`config.mk`:
```
export PLATFORM = sky130hd
export DESIGN_NAME = mul32_seq
export DESIGN_NICKNAME = d
export VERILOG_FILES = /design/src/rtl/mul32_seq.sv
export SDC_FILE = /design/constraint.sdc
export NUM_CORES = 1
export LEC_CHECK = 0
export BUFFER_PORTS_ARGS = -buffer_cell sky130_fd_sc_hd__buf_4
export CAP_MARGIN = 20
export CORE_MARGIN = 4
export CORE_UTILIZATION = 24
export DETAILED_ROUTE_END_ITERATION = 7
export PLACE_DENSITY = 0.45
export REMOVE_ABC_BUFFERS = 1
export SLEW_MARGIN = 10
export SYNTH_ARGS = -nofsm -noshare
export SYNTH_HDL_FRONTEND = slang
export SYNTH_SLANG_ARGS = --single-unit
```
`constraint.sdc`:
```
create_clock -name clk -period 3.7 [get_ports clk]
set_input_delay 0.185 -clock clk [delete_from_list [all_inputs] [get_ports clk]]
set_output_delay 0.185 -clock clk [all_outputs]
set_load 0.02 [all_outputs]
```
`src/rtl/mul32_seq.sv`:
```
// mul32_seq: sequential unsigned WIDTH x WIDTH shift-add multiplier (radix-2).
// One partial product is added per clock, so a multiply takes exactly WIDTH
// cycles in RUN, followed by a single DONE cycle.
//
// Ports:
//   clk         rising-edge clock
//   reset       synchronous active-high reset
//   start       request, accepted only in IDLE
//   a, b        multiplicand / multiplier, captured on the accepting edge
//   busy        high while the multiply is running
//   done        one-cycle pulse; product is valid from this cycle on
//   product_lo  low half of a*b (feeds mux32_8)
//   product_hi  high half of a*b
module mul32_seq #(
  parameter int WIDTH = 32
) (
  input  logic             clk,
  input  logic             reset,
  input  logic             start,
  input  logic [WIDTH-1:0] a,
  input  logic [WIDTH-1:0] b,
  output logic             busy,
  output logic             done,
  output logic [WIDTH-1:0] product_lo,
  output logic [WIDTH-1:0] product_hi
);

  localparam int CNT_W = $clog2(WIDTH) + 1;

  typedef enum logic [1:0] {
    IDLE = 2'd0,
    RUN  = 2'd1,
    DONE = 2'd2
  } state_t;

  state_t           state;
  state_t           state_nxt;
  logic [WIDTH-1:0] mcand;
  logic [WIDTH-1:0] acc_hi;
  logic [WIDTH-1:0] acc_lo;
  logic [CNT_W-1:0] cnt;
  logic [WIDTH-1:0] hi_nxt;
  logic [WIDTH-1:0] lo_nxt;
  logic             last;

  // One shift-add step: conditionally add the multiplicand into the upper
  // half at WIDTH+1 bits, then shift the whole accumulator right by one so
  // the add's carry lands in the MSB of the upper half.
  function automatic logic [2*WIDTH-1:0] shift_add(
    input logic [WIDTH-1:0] hi,
    input logic [WIDTH-1:0] lo,
    input logic [WIDTH-1:0] m
  );
    logic [WIDTH:0] sum;
    sum = lo[0] ? ({1'b0, hi} + {1'b0, m}) : {1'b0, hi};
    return {sum, lo[WIDTH-1:1]};
  endfunction

  always_comb begin
    {hi_nxt, lo_nxt} = shift_add(acc_hi, acc_lo, mcand);
    last             = (cnt == CNT_W'(WIDTH - 1));
  end

  // Next-state and status outputs
  always_comb begin
    state_nxt = state;
    busy      = 1'b0;
    done      = 1'b0;
    case (state)
      IDLE: if (start) state_nxt = RUN;
      RUN: begin
        busy = 1'b1;
        if (last) state_nxt = DONE;
      end
      DONE: begin
        done      = 1'b1;
        state_nxt = IDLE;
      end
      default: state_nxt = IDLE;
    endcase
  end

  always_ff @(posedge clk) begin
    if (reset) begin
      state      <= IDLE;
      mcand      <= '0;
      acc_hi     <= '0;
      acc_lo     <= '0;
      cnt        <= '0;
      product_lo <= '0;
      product_hi <= '0;
    end else begin
      state <= state_nxt;
      case (state)
        IDLE: begin
          if (start) begin
            mcand  <= a;
            acc_hi <= '0;
            acc_lo <= b;
            cnt    <= '0;
          end
        end
        RUN: begin
          acc_hi <= hi_nxt;
          acc_lo <= lo_nxt;
          cnt    <= cnt + CNT_W'(1);
          // Result registers only load on the final step so downstream
          // never sees a partial accumulator.
          if (last) begin
            product_hi <= hi_nxt;
            product_lo <= lo_nxt;
          end
        end
        default: ;
      endcase
    end
  end

endmodule

```
==> results of run 1 <==
critical path, cell delays in order, from the launching register on:
cell	delay, ps
sky130_fd_sc_hd__dfxtp_1	320
sky130_fd_sc_hd__ha_1	230
sky130_fd_sc_hd__fa_1	410
sky130_fd_sc_hd__a21o_1	210
sky130_fd_sc_hd__a311o_1	410
sky130_fd_sc_hd__a32oi_2	230
sky130_fd_sc_hd__o2111ai_2	210
sky130_fd_sc_hd__and3_1	220
sky130_fd_sc_hd__or3_1	360
sky130_fd_sc_hd__a311oi_1	270
sky130_fd_sc_hd__nor3_1	80
logic make-up after synthesis:
group                      share of synthesized area (%)
AOI/OAI and AO/OA                                   21.0
xor gates and xnor gates                            1.90
adders and majority gates                           5.23
buffers and inverters                               4.29
DFF                                                 40.6
muxes                                               2.10
and+or+nand+nor                                     24.9
registers in the layout, indices dropped and copies added (netlist names):
register	flops
cnt	6
product_hi	32
acc_lo	32
mcand	32
product_lo	32
acc_hi	32
state	2
path summary, 6_finish.rpt:
path / startpoint / to / slack, ps / cells after the start
worst max register to register: mcand[0]$_SDFFE_PP0P_ / product_hi[29]$_SDFFE_PP0P_ / 600 / 10
worst min register to register: product_lo[6]$_SDFFE_PP0P_ / product_lo[6]$_SDFFE_PP0P_ / 460 / 2
worst min-delay path: b[23] / acc_lo[23]$_SDFFE_PP0P_ / 40 / 3
worst max-delay path: mcand[0]$_SDFFE_PP0P_ / product_hi[29]$_SDFFE_PP0P_ / 600 / 10
Yosys cell counts, types with 15 or more instances:
cell type	number
sky130_fd_sc_hd__ha_1	33
sky130_fd_sc_hd__nand2_1	173
sky130_fd_sc_hd__dfxtp_1	168
sky130_fd_sc_hd__a211oi_1	15
sky130_fd_sc_hd__o21ai_0	36
sky130_fd_sc_hd__clkbuf_1	70
sky130_fd_sc_hd__nand3_1	33
sky130_fd_sc_hd__nor4_1	31
sky130_fd_sc_hd__nor2_1	162
sky130_fd_sc_hd__nor3_1	17
sky130_fd_sc_hd__a31oi_1	19
sky130_fd_sc_hd__a21o_1	18
sky130_fd_sc_hd__a21oi_1	127
through the flow:
stage	area, um^2	util (%)
after global routing	10500	31.2
after global placement	9640	28.5
after detailed placement	9640	28.5
after floorplan	7980	-
after CTS	10500	31.2
final	10500	31.2
area by class of cell:
class	count	area share [%]
inverters	13	0.463
clock inverters	14	1.52
clock buffers	18	4.17
flip-flops and latches	168	31.9
multi-input cells	819	43.6
repair buffers	173	13.0
well taps	448	5.32
report_power, final:
group	internal, uW	total [uW]	switching, uW
sequential	1880	1930	51.9
clock	1030	1850	821
combinational	197	520	323
total	3110	4300	1200
per-layer routing:
metal | share of wire (%) | global-route usage [%] | up-vias
met3 | 4.2 | 3.28 | 20
met1 | 49 | 19.6 | 3723
met4 | 1.2 | 3.70 | 0
met5 | 0 | 0 | -
li1 | - | - | 4007
met2 | 46 | 22.9 | 130
==> out/results.md, run 1 <==
| Metric | Value |
|---|---|
| Fin. Hold Viols | 0 |
| Share of synthesized area occupied by flip-flops and latches | 40.6% |
| Top library cells by usage in the layout, fill and taps aside | sky130_fd_sc_hd__nand2_1, sky130_fd_sc_hd__dfxtp_1, sky130_fd_sc_hd__nor2_1 |
| Deepest level of the CTS H-tree | 4 |
| Count of antenna-violating nets left after detailed routing | 0 |
| Leading cell types by total area after synthesis | sky130_fd_sc_hd__dfxtp_1, sky130_fd_sc_hd__nand2_1, sky130_fd_sc_hd__a21oi_1, sky130_fd_sc_hd__nor2_1, sky130_fd_sc_hd__ha_1 |
| Post-DR vias/cell | 4.77 |
| Share of the clock period used by the worst path after layout | 83.9% |
| Die Span X | 194 um |
| Number of cells after detailed placement | 1592 |
| Critical-path maximum fanout | 5 |
| Area occupied by registers | 3360 um^2 |
| Net count, final | 1293 |
| Slew margin rel. | 46.3% |
| Via count | 7880 |
| Number of distinct library cells after synthesis | 59 |
| Worst setup slack after layout | 595 ps |
| Synthesized cell area | 8280 um^2 |
| DP Wirelength | 18.1 mm |
| Signal arrival time at the worst endpoint | 3400 ps |
| Setup CP Type | register to register |
| Final weighted congestion in routability-driven placement | 0.820 |
| Die Height | 194 um |
| Starting utilization of the core area | 24.5% |
| Pwr Density | 408 nW/um^2 |
| Standby leakage power | 0.00430 uW |
| Setup TNS | 0 ps |
| Multi-input gate area | 4590 um^2 |
| Fin Clk Skew | 12.0 ps |
| Total die area | 37600 um^2 |
| Count of input and output buffers | 132 |
| RSZ-0062 raised after global routing | false |
| CTS tree | built |
| Gate count of the mapped netlist | 1079 |
| Fill cell instance count of the final layout | 3659 |
| All-Layer GR Usage | 14.4% |
| Maximum count of clock buffers along a single path | 2 |
| WP data required | 4000 ps |
| Setup Fix Bufs, Post-CTS | 0 |
| Worst setup slack after placement | 586 ps |
| Number of buffers inserted for hold repair after clock tree synthesis | 29 |
| GRT overflow | 0 |
| Finished Layout Cells | 1653 |
| Post-synth top area cell | sky130_fd_sc_hd__dfxtp_1 |
| Clock network latency to the later pin of the worst-skew pair | 440 ps |
| First-pass GRT wire length | 43.8 mm |
| Final Slew Violations | 0 |
| Clock transition time at the flip-flop clock pins of the worst setup and hold paths | 70 ps |
| CP Capture Type | register |
| Number of antenna violations at the first check in global routing | 0 |
| Main synth FF type | sky130_fd_sc_hd__dfxtp_1 |
| PnR Total Power | 4300 uW |
| Hold Crit Class | primary input to register |
| Result of the run | completed |
| Number of placement rows | 67 |
| Vias in the first global route | 7699 |
| Clock Root Buffer | sky130_fd_sc_hd__clkbuf_16 |
| Post-synth EDFFs | 0 |
| Actual transition at the worst max-transition pin | 805 ps |
| Count of pins on the block boundary | 133 |
| Pin count of the biggest net entering global routing | 62 |
| Post_cts resized | 0 |
| Register bit total from synthesis | 168 |
| Count of clock tree sinks | 168 |
| Proportion of layout cells with a drive suffix above 1 | 16.1% |
| DR DRC count | 0 |
| DRT iter0 DRCs | 467 |
| Number of setup violations in the final report | 0 |
| Number of buffers created by CTS | 17 |
| Element type at the critical path start | register |
| Shortest clock period the worst path allows after layout | 3100 ps |
| Post-synth top area share | 40.6% |
| Peak supply drop | 0.000313 V |
| Floorplan core area | 33800 um^2 |
| Timing-limited maximum frequency | 0.322 GHz |
| WHS | 35.4 ps |
| Most common cell after layout, fill and taps aside | sky130_fd_sc_hd__nand2_1 |
| Async set-or-reset flop fraction in the synthesized netlist | 0% |
| MaxCap Viol Count | 0 |
| Post-Synthesis Mean Instance Area | 7.68 um^2 |
| Ys Warns | 0 |
| Antenna diode count | 0 |
| Average wire length per cell after detail routing | 16.4 um |
| Final Routed Wirelength | 27.1 mm |
| Area Overhead vs Synth | 27.1% |
| First-pass iteration count of the detailed router | 5 |
Power figures use the tool's default switching activity.
==> run 2, diff against run 1 <==
--- a/config.mk
+++ b/config.mk
@@ -5,6 +5,7 @@
 export SDC_FILE = /design/constraint.sdc
 export NUM_CORES = 1
 export LEC_CHECK = 0
+export ABC_AREA = 1
 export BUFFER_PORTS_ARGS = -buffer_cell sky130_fd_sc_hd__buf_4
 export CAP_MARGIN = 20
 export CORE_MARGIN = 4
==> constraint.sdc (replaced) <==
create_clock -name clk -period 2.95 [get_ports clk]
set_input_delay 0.1475 -clock clk [delete_from_list [all_inputs] [get_ports clk]]
set_output_delay 0.1475 -clock clk [all_outputs]
set_load 0.02 [all_outputs]
==> run 2 against run 1 <==
Effect of this change: synthesized area grew 8.1%; utilization shrank 0.40 points; combinational power grew 47%; worst hold slack lost 10 ps.
==> out/results.md, run 2 <==
| Metric | Value | vs previous |
|---|---|---|
| Die Span X | 201 um | +3.8% |
| PnR Total Power | 5460 uW | +27% |
| Share of synthesized area occupied by flip-flops and latches | 37.6% | -3.0 points |
| MaxCap Viol Count | 0 | unchanged |
| Post-Synthesis Mean Instance Area | 6.80 um^2 | -11% |
| R2R cell count | 16 | +6 |
| Number of distinct library cells after synthesis | 37 | -37% |
| Hold Crit Class | primary input to register |  |
| Power share of the combinational group | 14.0% | +1.9 points |
| Number of antenna violations at the first check in global routing | 1 | +1 |
| Crit. Startpoint | mcand[0]$_SDFFE_PP0P_ |  |
| Pwr Density | 483 nW/um^2 | +18% |
| Number of buffers created by CTS | 17 | unchanged |
| First-pass iteration count of the detailed router | 4 | -1 |
| Total die area | 40500 um^2 | +7.7% |
| Fin Clk Skew | 11.8 ps | -0.230 ps |
| Starting utilization of the core area | 24.4% | -0.12 points |
| Critical-path maximum fanout | 4 | -1 |
| Average wire length per cell after detail routing | 14.7 um | -10% |
| Last element of the critical path | product_hi[23]$_SDFFE_PP0P_ |  |
| Proportion of layout cells with a drive suffix above 1 | 16.7% | +0.59 points |
| Switch Pwr | 1520 uW | +27% |
| Via count | 8471 | +7.5% |
| Area Overhead vs Synth | 26.1% |  |
| Layer with the highest usage | met2 |  |
| WP data required | 3290 ps | -710 ps |
| Grt met1 use | 18.5% | -1.2 points |
| Most common cell after layout, fill and taps aside | sky130_fd_sc_hd__nand2_1 |  |
| Post-synth EDFFs | 0 | unchanged |
| DRT iter0 DRCs | 325 | -30% |
| Shortest clock period the worst path allows after layout | 2370 ps | -730 ps |
| CP Capture Type | register |  |
| CTS tree | built |  |
| List of cells traversed by the critical path | ha_1, fa_1, nand3_1, nand3_1, nand2_1, nand2_1, nand2_1, nand2_1, nand2_1, nand2_1, nand2_1, nand3_1, nand2_1, nand2_1, nand2_1, inv_1 |  |
| Count of input and output buffers | 132 | unchanged |
| Clock power share | 41.3% | -1.7 points |
| GRT overflow | 0 | unchanged |
| Worst r2r src | mcand[0]$_SDFFE_PP0P_ |  |
| Number of setup violations in the final report | 0 | unchanged |
| Count of pins on the block boundary | 133 | unchanged |
| Clock network latency to the later pin of the worst-skew pair | 440 ps | about the same |
| Met2 Resource Use GR | 22.4% | -0.55 points |
| Maximum count of clock buffers along a single path | 2 | unchanged |
| First-pass GRT wire length | 46.2 mm | +5.4% |
| Actual transition at the worst max-transition pin | 964 ps | +159 ps |
| Register bit total from synthesis | 168 | unchanged |
| Number of cells after detailed placement | 1872 | +18% |
| Number of buffers inserted for hold repair after clock tree synthesis | 32 | +10% |
| Final Routed Wirelength | 28.5 mm | +5.1% |
| Most frequent cells after synthesis | sky130_fd_sc_hd__nand2_1, sky130_fd_sc_hd__inv_1, sky130_fd_sc_hd__dfxtp_1 |  |
| Ys Warns | 0 | unchanged |
| Setup CP Type | register to register |  |
| Leading cell types by total area after synthesis | sky130_fd_sc_hd__dfxtp_1, sky130_fd_sc_hd__nand2_1, sky130_fd_sc_hd__inv_1, sky130_fd_sc_hd__nand3_1, sky130_fd_sc_hd__nor2_1 |  |
| Post_cts resized | 0 | unchanged |
| M3 GR Usage | 5.03% | +1.7 points |
| Result of the run | completed |  |
| Net count, final | 1556 | +20% |
| Slew margin rel. | 35.7% | -11 points |
| Synthesized cell area | 8950 um^2 | +8.1% |
| Die Height | 201 um | +3.8% |
| Top library cells by usage in the layout, fill and taps aside | sky130_fd_sc_hd__nand2_1, sky130_fd_sc_hd__inv_1, sky130_fd_sc_hd__dfxtp_1 |  |
| Capture point of the worst reg-to-reg path | product_hi[23]$_SDFFE_PP0P_ |  |
| Cell with the largest stage delay on the worst path | sky130_fd_sc_hd__fa_1 |  |
| Async set-or-reset flop fraction in the synthesized netlist | 0% | unchanged |
| CP peak stage delay | 460 ps | +50 ps |
| All-Layer GR Usage | 14.1% | -0.21 points |
| Most used standard cell by instance count after synthesis | sky130_fd_sc_hd__nand2_1 |  |
| RSZ-0062 raised after global routing | false |  |
| Final weighted congestion in routability-driven placement | 0.889 | +8.4% |
| Fraction of power spent switching nets | 27.9% | +0.099 points |
| Count of clock tree sinks | 168 | unchanged |
| DP Wirelength | 20.6 mm | +14% |
| Gate count of the mapped netlist | 1317 | +22% |
| Fin. Hold Viols | 0 | unchanged |
| Clock transition time at the flip-flop clock pins of the worst setup and hold paths | 70 ps | about the same |
| Clock Root Buffer | sky130_fd_sc_hd__clkbuf_16 |  |
| DR DRC count | 0 | unchanged |
| Final Slew Violations | 0 | unchanged |
| Finished Layout Cells | 1937 | +17% |
| Floorplan core area | 36700 um^2 | +8.6% |
| Sequential share of power | 44.6% | -0.3 points |
| Deepest level of the CTS H-tree | 4 | unchanged |
| Number of placement rows | 70 | +4.5% |
| Post-synth top area cell | sky130_fd_sc_hd__dfxtp_1 |  |
| Post-synth top area share | 37.6% | -3.0 points |
| Main synth FF type | sky130_fd_sc_hd__dfxtp_1 |  |
| Element type at the critical path start | register |  |
| Vias in the first global route | 8611 | +12% |
| Cell with the most instances on the worst path | sky130_fd_sc_hd__nand2_1 |  |
| Count of antenna-violating nets left after detailed routing | 0 | unchanged |
| Internal power | 3930 uW | +27% |
| Timing-limited maximum frequency | 0.421 GHz | +31% |
| Signal arrival time at the worst endpoint | 2710 ps | -690 ps |
| Setup Fix Bufs, Post-CTS | 0 | unchanged |
| Share of the clock period used by the worst path after layout | 80.5% | -3.4 points |
| Setup slack of the most critical reg-to-reg path | 580 ps | -20 ps |
| Setup TNS | 0 ps | unchanged |
| Post-DR vias/cell | 4.37 | -8.3% |
| Standby leakage power | 0.00528 uW | +23% |
| Peak supply drop | 0.000394 V | +26% |
| Pin count of the biggest net entering global routing | 66 | +6.5% |
[run 2: cell types whose count changed after synthesis, sizes merged, moves of 21 or more]
cell    change
o221ai     +30
nor4       -30
nand3      +94
clkbuf     -37
o21ai      +45
or2        +21
a21oi      -44
a31oi      -21
inv       +175
nor2       -48
nand2     +182
[run 2: how the worst min path moves through the flow]
stage	start	to	slack, ps	cells past startpoint
global placement	a[29]	mcand[29]$_SDFFE_PP0P_	410	3
global route	b[9]	acc_lo[9]$_SDFFE_PP0P_	20	3
CTS	b[30]	acc_lo[30]$_SDFFE_PP0P_	1	3
detailed placement	a[29]	mcand[29]$_SDFFE_PP0P_	410	3
finish	b[29]	acc_lo[29]$_SDFFE_PP0P_	30	3
floorplan	reset	acc_hi[0]$_SDFFE_PP0P_	220	1
[run 2: metal layers]
layer,vias to the layer above,share of wire [%],wire length (um)
li1,4496,-,-
met1,3820,49,13800
met2,140,44,12500
met3,15,6.9,1970
met4,0,0.88,250
met5,-,0,0
[run 2: worst max-delay path: cells and delay by family (launching register included)]
kind          cells  cell delay (ps)
buf+inv           1               30
flops             1              320
fa+ha+maj         2              710
simple gates     13             1230
[run 2: cell type report]
class | instances | area, um^2
Fill cell | 4080 | 25400
Inverter | 188 | 708
Timing Repair Buffer | 179 | 1420
Sequential cell | 168 | 3360
Clock buffer | 20 | 437
Clock inverter | 12 | 145
Multi-Input combinational cell | 901 | 4630
Tap cell | 468 | 586
Antenna cell | 1 | 2.50
[run 2: stage by stage]
step | worst slack (ps) | hold WS (ps) | util [%] | instance area [um^2]
2_1_floorplan | -1640 | 217 | - | 8690
3_3_place_gp | 649 | 407 | 28.3 | 10400
3_5_place_dp | 597 | 407 | 28.3 | 10400
4_1_cts | 575 | 1.39 | 30.8 | 11300
5_1_grt | 259 | 18.8 | 30.8 | 11300
6_report | 575 | 25.2 | 30.8 | 11300
[run 2: power groups by stage]
stage                     sequential, uW  combinational, uW  clock, uW
after global routing                2450                877       2420
after detailed placement            2490                742          0
final                               2440                766       2260
after floorplan                     2480                467          0
after global placement              2490                741          0
after CTS                           2440                780       2340
[run 2: cell families (layout without fill, tap and decap cells)]
family	count (synthesis)	count (layout)	synth area share [%]
xor gates and xnor gates	14	14	1.37
AOI/OAI and AO/OA	220	220	15.6
other	0	1	0
buffers and inverters	248	399	10.9
DFF	168	168	37.6
adders and majority gates	34	34	4.84
and+or+nand+nor	633	633	29.7
==> run 3, diff against run 2 <==
--- a/config.mk
+++ b/config.mk
@@ -5,7 +5,7 @@
 export SDC_FILE = /design/constraint.sdc
 export NUM_CORES = 1
 export LEC_CHECK = 0
-export ABC_AREA = 1
+export ABC_AREA = 0
 export BUFFER_PORTS_ARGS = -buffer_cell sky130_fd_sc_hd__buf_4
 export CAP_MARGIN = 20
 export CORE_MARGIN = 4
==> constraint.sdc (replaced) <==
create_clock -name clk -period 2.45 [get_ports clk]
set_input_delay 0.1225 -clock clk [delete_from_list [all_inputs] [get_ports clk]]
set_output_delay 0.1225 -clock clk [all_outputs]
set_load 0.02 [all_outputs]
==> run 3 against run 2 <==
Effect of this change: the flow now finishes with violations (setup timing); die area down 7.2%; clock power up 16%; wire length down 0.56%; global-route usage is 0.72 points higher; fmax fell by 14%; worst hold slack gained 44 ps; cell count decreased by 7.4%; non-clock buffer count increased by 135; power is 19% higher; first-iteration DRC count up 1.5%; largest cell class unchanged; clock skew decreased by 3.0 ps; utilization up 4.8 points.
==> out/results.md, run 3 (same netlist as run 1, synthesis figures left out) <==
| Metric | Value | vs previous |
|---|---|---|
| PnR Total Power | 6490 uW | +19% |
| Pwr Density | 539 nW/um^2 | +12% |
| Maximum count of clock buffers along a single path | 2 | unchanged |
| Vias in the first global route | 8273 | -3.9% |
| Clock transition time at the flip-flop clock pins of the worst setup and hold paths | 60 ps | about the same |
| Count of antenna-violating nets left after detailed routing | 0 | unchanged |
| Final Slew Violations | 0 | unchanged |
| Number of placement rows | 67 | -4.3% |
| Shortest clock period the worst path allows after layout | 2760 ps | +387 ps |
| CP peak stage delay | 360 ps | -100 ps |
| Die Height | 194 um | -3.7% |
| First-pass iteration count of the detailed router | 5 | +1 |
| Fill cell instance count of the final layout | 3543 | -13% |
| Signal arrival time at the worst endpoint | 3040 ps | +330 ps |
| Cell with the most instances on the worst path | sky130_fd_sc_hd__a21o_1 |  |
| Count of pins on the block boundary | 133 | unchanged |
| Element type at the critical path start | register |  |
| First-pass GRT wire length | 45.5 mm | -1.5% |
| RSZ-0062 raised after global routing | true |  |
| Fin. Hold Viols | 0 | unchanged |
| Result of the run | complete, but fails checks |  |
| Actual transition at the worst max-transition pin | 872 ps | -91.6 ps |
| Floorplan core area | 33800 um^2 | -7.9% |
| Top library cells by usage in the layout, fill and taps aside | sky130_fd_sc_hd__buf_4, sky130_fd_sc_hd__nand2_1, sky130_fd_sc_hd__dfxtp_1 |  |
| Die Span X | 194 um | -3.7% |
| Number of buffers created by CTS | 17 | unchanged |
| All-Layer GR Usage | 14.9% | +0.72 points |
| Worst setup slack after layout | -312 ps | -887 ps |
| Clock network latency to the later pin of the worst-skew pair | 430 ps | about the same |
| CP Capture Type | register |  |
| Critical-path maximum fanout | 3 | -1 |
| Fin Clk Skew | 8.83 ps | -2.98 ps |
| Number of antenna violations at the first check in global routing | 0 | -1 |
| Area post-placement | 10400 um^2 | +0.41% |
| MaxCap Viol Count | 0 | unchanged |
| Number of setup violations in the final report | 33 | +33 |
| Count of clock tree sinks | 168 | unchanged |
| Count of input and output buffers | 132 | unchanged |
| Deepest level of the CTS H-tree | 4 | unchanged |
| Net count, final | 1434 | -7.8% |
| Hold Crit Class | primary input to register |  |
| WP data required | 2730 ps | -560 ps |
| Pin count of the biggest net entering global routing | 97 | +47% |
| Peak supply drop | 0.000479 V | +22% |
| Starting utilization of the core area | 24.5% | +0.12 points |
| Share of the clock period used by the worst path after layout | 113% | +32 points |
| Final Cell Area | 12000 um^2 | +6.5% |
| Cell with the largest stage delay on the worst path | sky130_fd_sc_hd__fa_2 |  |
| Area Overhead vs Synth | 45.2% |  |
| Slew margin rel. | 41.8% | +6.1 points |
| Total die area | 37600 um^2 | -7.2% |
| Proportion of layout cells with a drive suffix above 1 | 26.1% | +9.4 points |
| Finished Layout Cells | 1794 | -7.4% |
| DR DRC count | 0 | unchanged |
| Most common cell after layout, fill and taps aside | sky130_fd_sc_hd__buf_4 |  |
| Final weighted congestion in routability-driven placement | 0.860 | -3.3% |
| CTS tree | built |  |
| Via count | 8383 | -1.0% |
| DRT iter0 DRCs | 330 | +1.5% |
| Average wire length per cell after detail routing | 15.8 um | +7.4% |
| Timing-limited maximum frequency | 0.362 GHz | -14% |
| GRT overflow | 0 | unchanged |
| Final Routed Wirelength | 28.4 mm | -0.56% |
| Setup CP Type | register to register |  |
| Post-DR vias/cell | 4.67 | +6.8% |
| List of cells traversed by the critical path | ha_4, fa_2, a21o_1, a311o_1, buf_4, a21o_2, a21o_1, a21o_1, a211o_1, a211oi_2, nor3_1 |  |
| Failing checks | setup timing |  |
| DP Wirelength | 19.0 mm | -7.9% |
| WHS | 69.1 ps | +43.8 ps |
| Standby leakage power | 0.00503 uW | -4.7% |
| Clock Root Buffer | sky130_fd_sc_hd__clkbuf_16 |  |
| Antenna diode count | 0 | -1 |
| Number of cells after detailed placement | 1692 | -9.6% |
## run 3: changes by cell type in the layout (fill, tap and decap cells not counted), moves of 27 or more
cell	change
sky130_fd_sc_hd__nand2_1	-183
sky130_fd_sc_hd__inv_1	-167
sky130_fd_sc_hd__buf_4	+98
sky130_fd_sc_hd__nand3_1	-95
sky130_fd_sc_hd__nor2_1	+48
sky130_fd_sc_hd__a21oi_1	+34
sky130_fd_sc_hd__dlygate4sd3_1	+31
sky130_fd_sc_hd__o221ai_1	-31
sky130_fd_sc_hd__nor4_1	+30
sky130_fd_sc_hd__o21ai_2	-27
## run 3: what timing repair did
| item | in CTS | in global routing |
|---|---|---|
| gates cloned | 0 | 0 |
| setup endpoints to repair | 42 | 43 |
| buffers inserted | 5 | 2 |
| gates resized for setup | 37 | 41 |
| hold endpoints to repair | 63 | 0 |
| pin swaps | 42 | 24 |
| hold buffers | 63 | 0 |
## run 3: per-stage QoR
stage | setup slack [ps] | setup TNS, ps | utilization [%]
global route | -419 | -8600 | 35.6
detailed placement | -517 | -11270 | 30.9
floorplan | -4200 | -289080 | -
global placement | -488 | -10440 | 30.9
CTS | -397 | -4730 | 35.0
finish | -312 | -3880 | 35.6
## run 3: worst paths after layout
kind,from,to,slack [ps],depth (start not counted)
worst max-delay path,acc_hi[0]$_SDFFE_PP0P_,acc_hi[9]$_SDFFE_PP0P_,-310,11
worst min-delay path,a[0],mcand[0]$_SDFFE_PP0P_,70,3
worst max register to register,acc_hi[0]$_SDFFE_PP0P_,acc_hi[9]$_SDFFE_PP0P_,-310,11
worst min register to register,product_lo[13]$_SDFFE_PP0P_,product_lo[13]$_SDFFE_PP0P_,450,2
## run 3: routing by layer
metal  track usage (%)  share of wire [%]
met3              2.88                3.5
met5                 0                  0
met2              24.0                 46
met1              20.5                 49
met4              3.70                1.2
## run 3: layout make-up
type / instances / area (um^2) / area share (%)
Timing Repair Buffer: 314 / 2570 / 21.4
Tap cell: 448 / 561 / 4.66
Sequential cell: 168 / 3370 / 28.0
Inverter: 13 / 48.8 / 0.406
Clock inverter: 7 / 67.6 / 0.562
Multi-Input combinational cell: 819 / 4920 / 40.9
Clock buffer: 25 / 495 / 4.12
## run 3: where the power goes
| part | total, uW | switching, uW | leakage (uW) | internal, uW |
|---|---|---|---|---|
| Sequential | 2920 | 77.6 | 0.00137 | 2840 |
| Combinational | 946 | 535 | 0.00339 | 411 |
| Clock | 2620 | 1120 | 0.000269 | 1500 |
| Total | 6490 | 1730 | 0.00503 | 4750 |
## run 3: critical path: cells and delay by family (launching register included)
kind / cells / cell delay [ps]
buf+inv: 1 / 140
simple gates: 1 / 60
compound gates: 7 / 1540
flops: 1 / 340
fa+ha+maj: 2 / 520
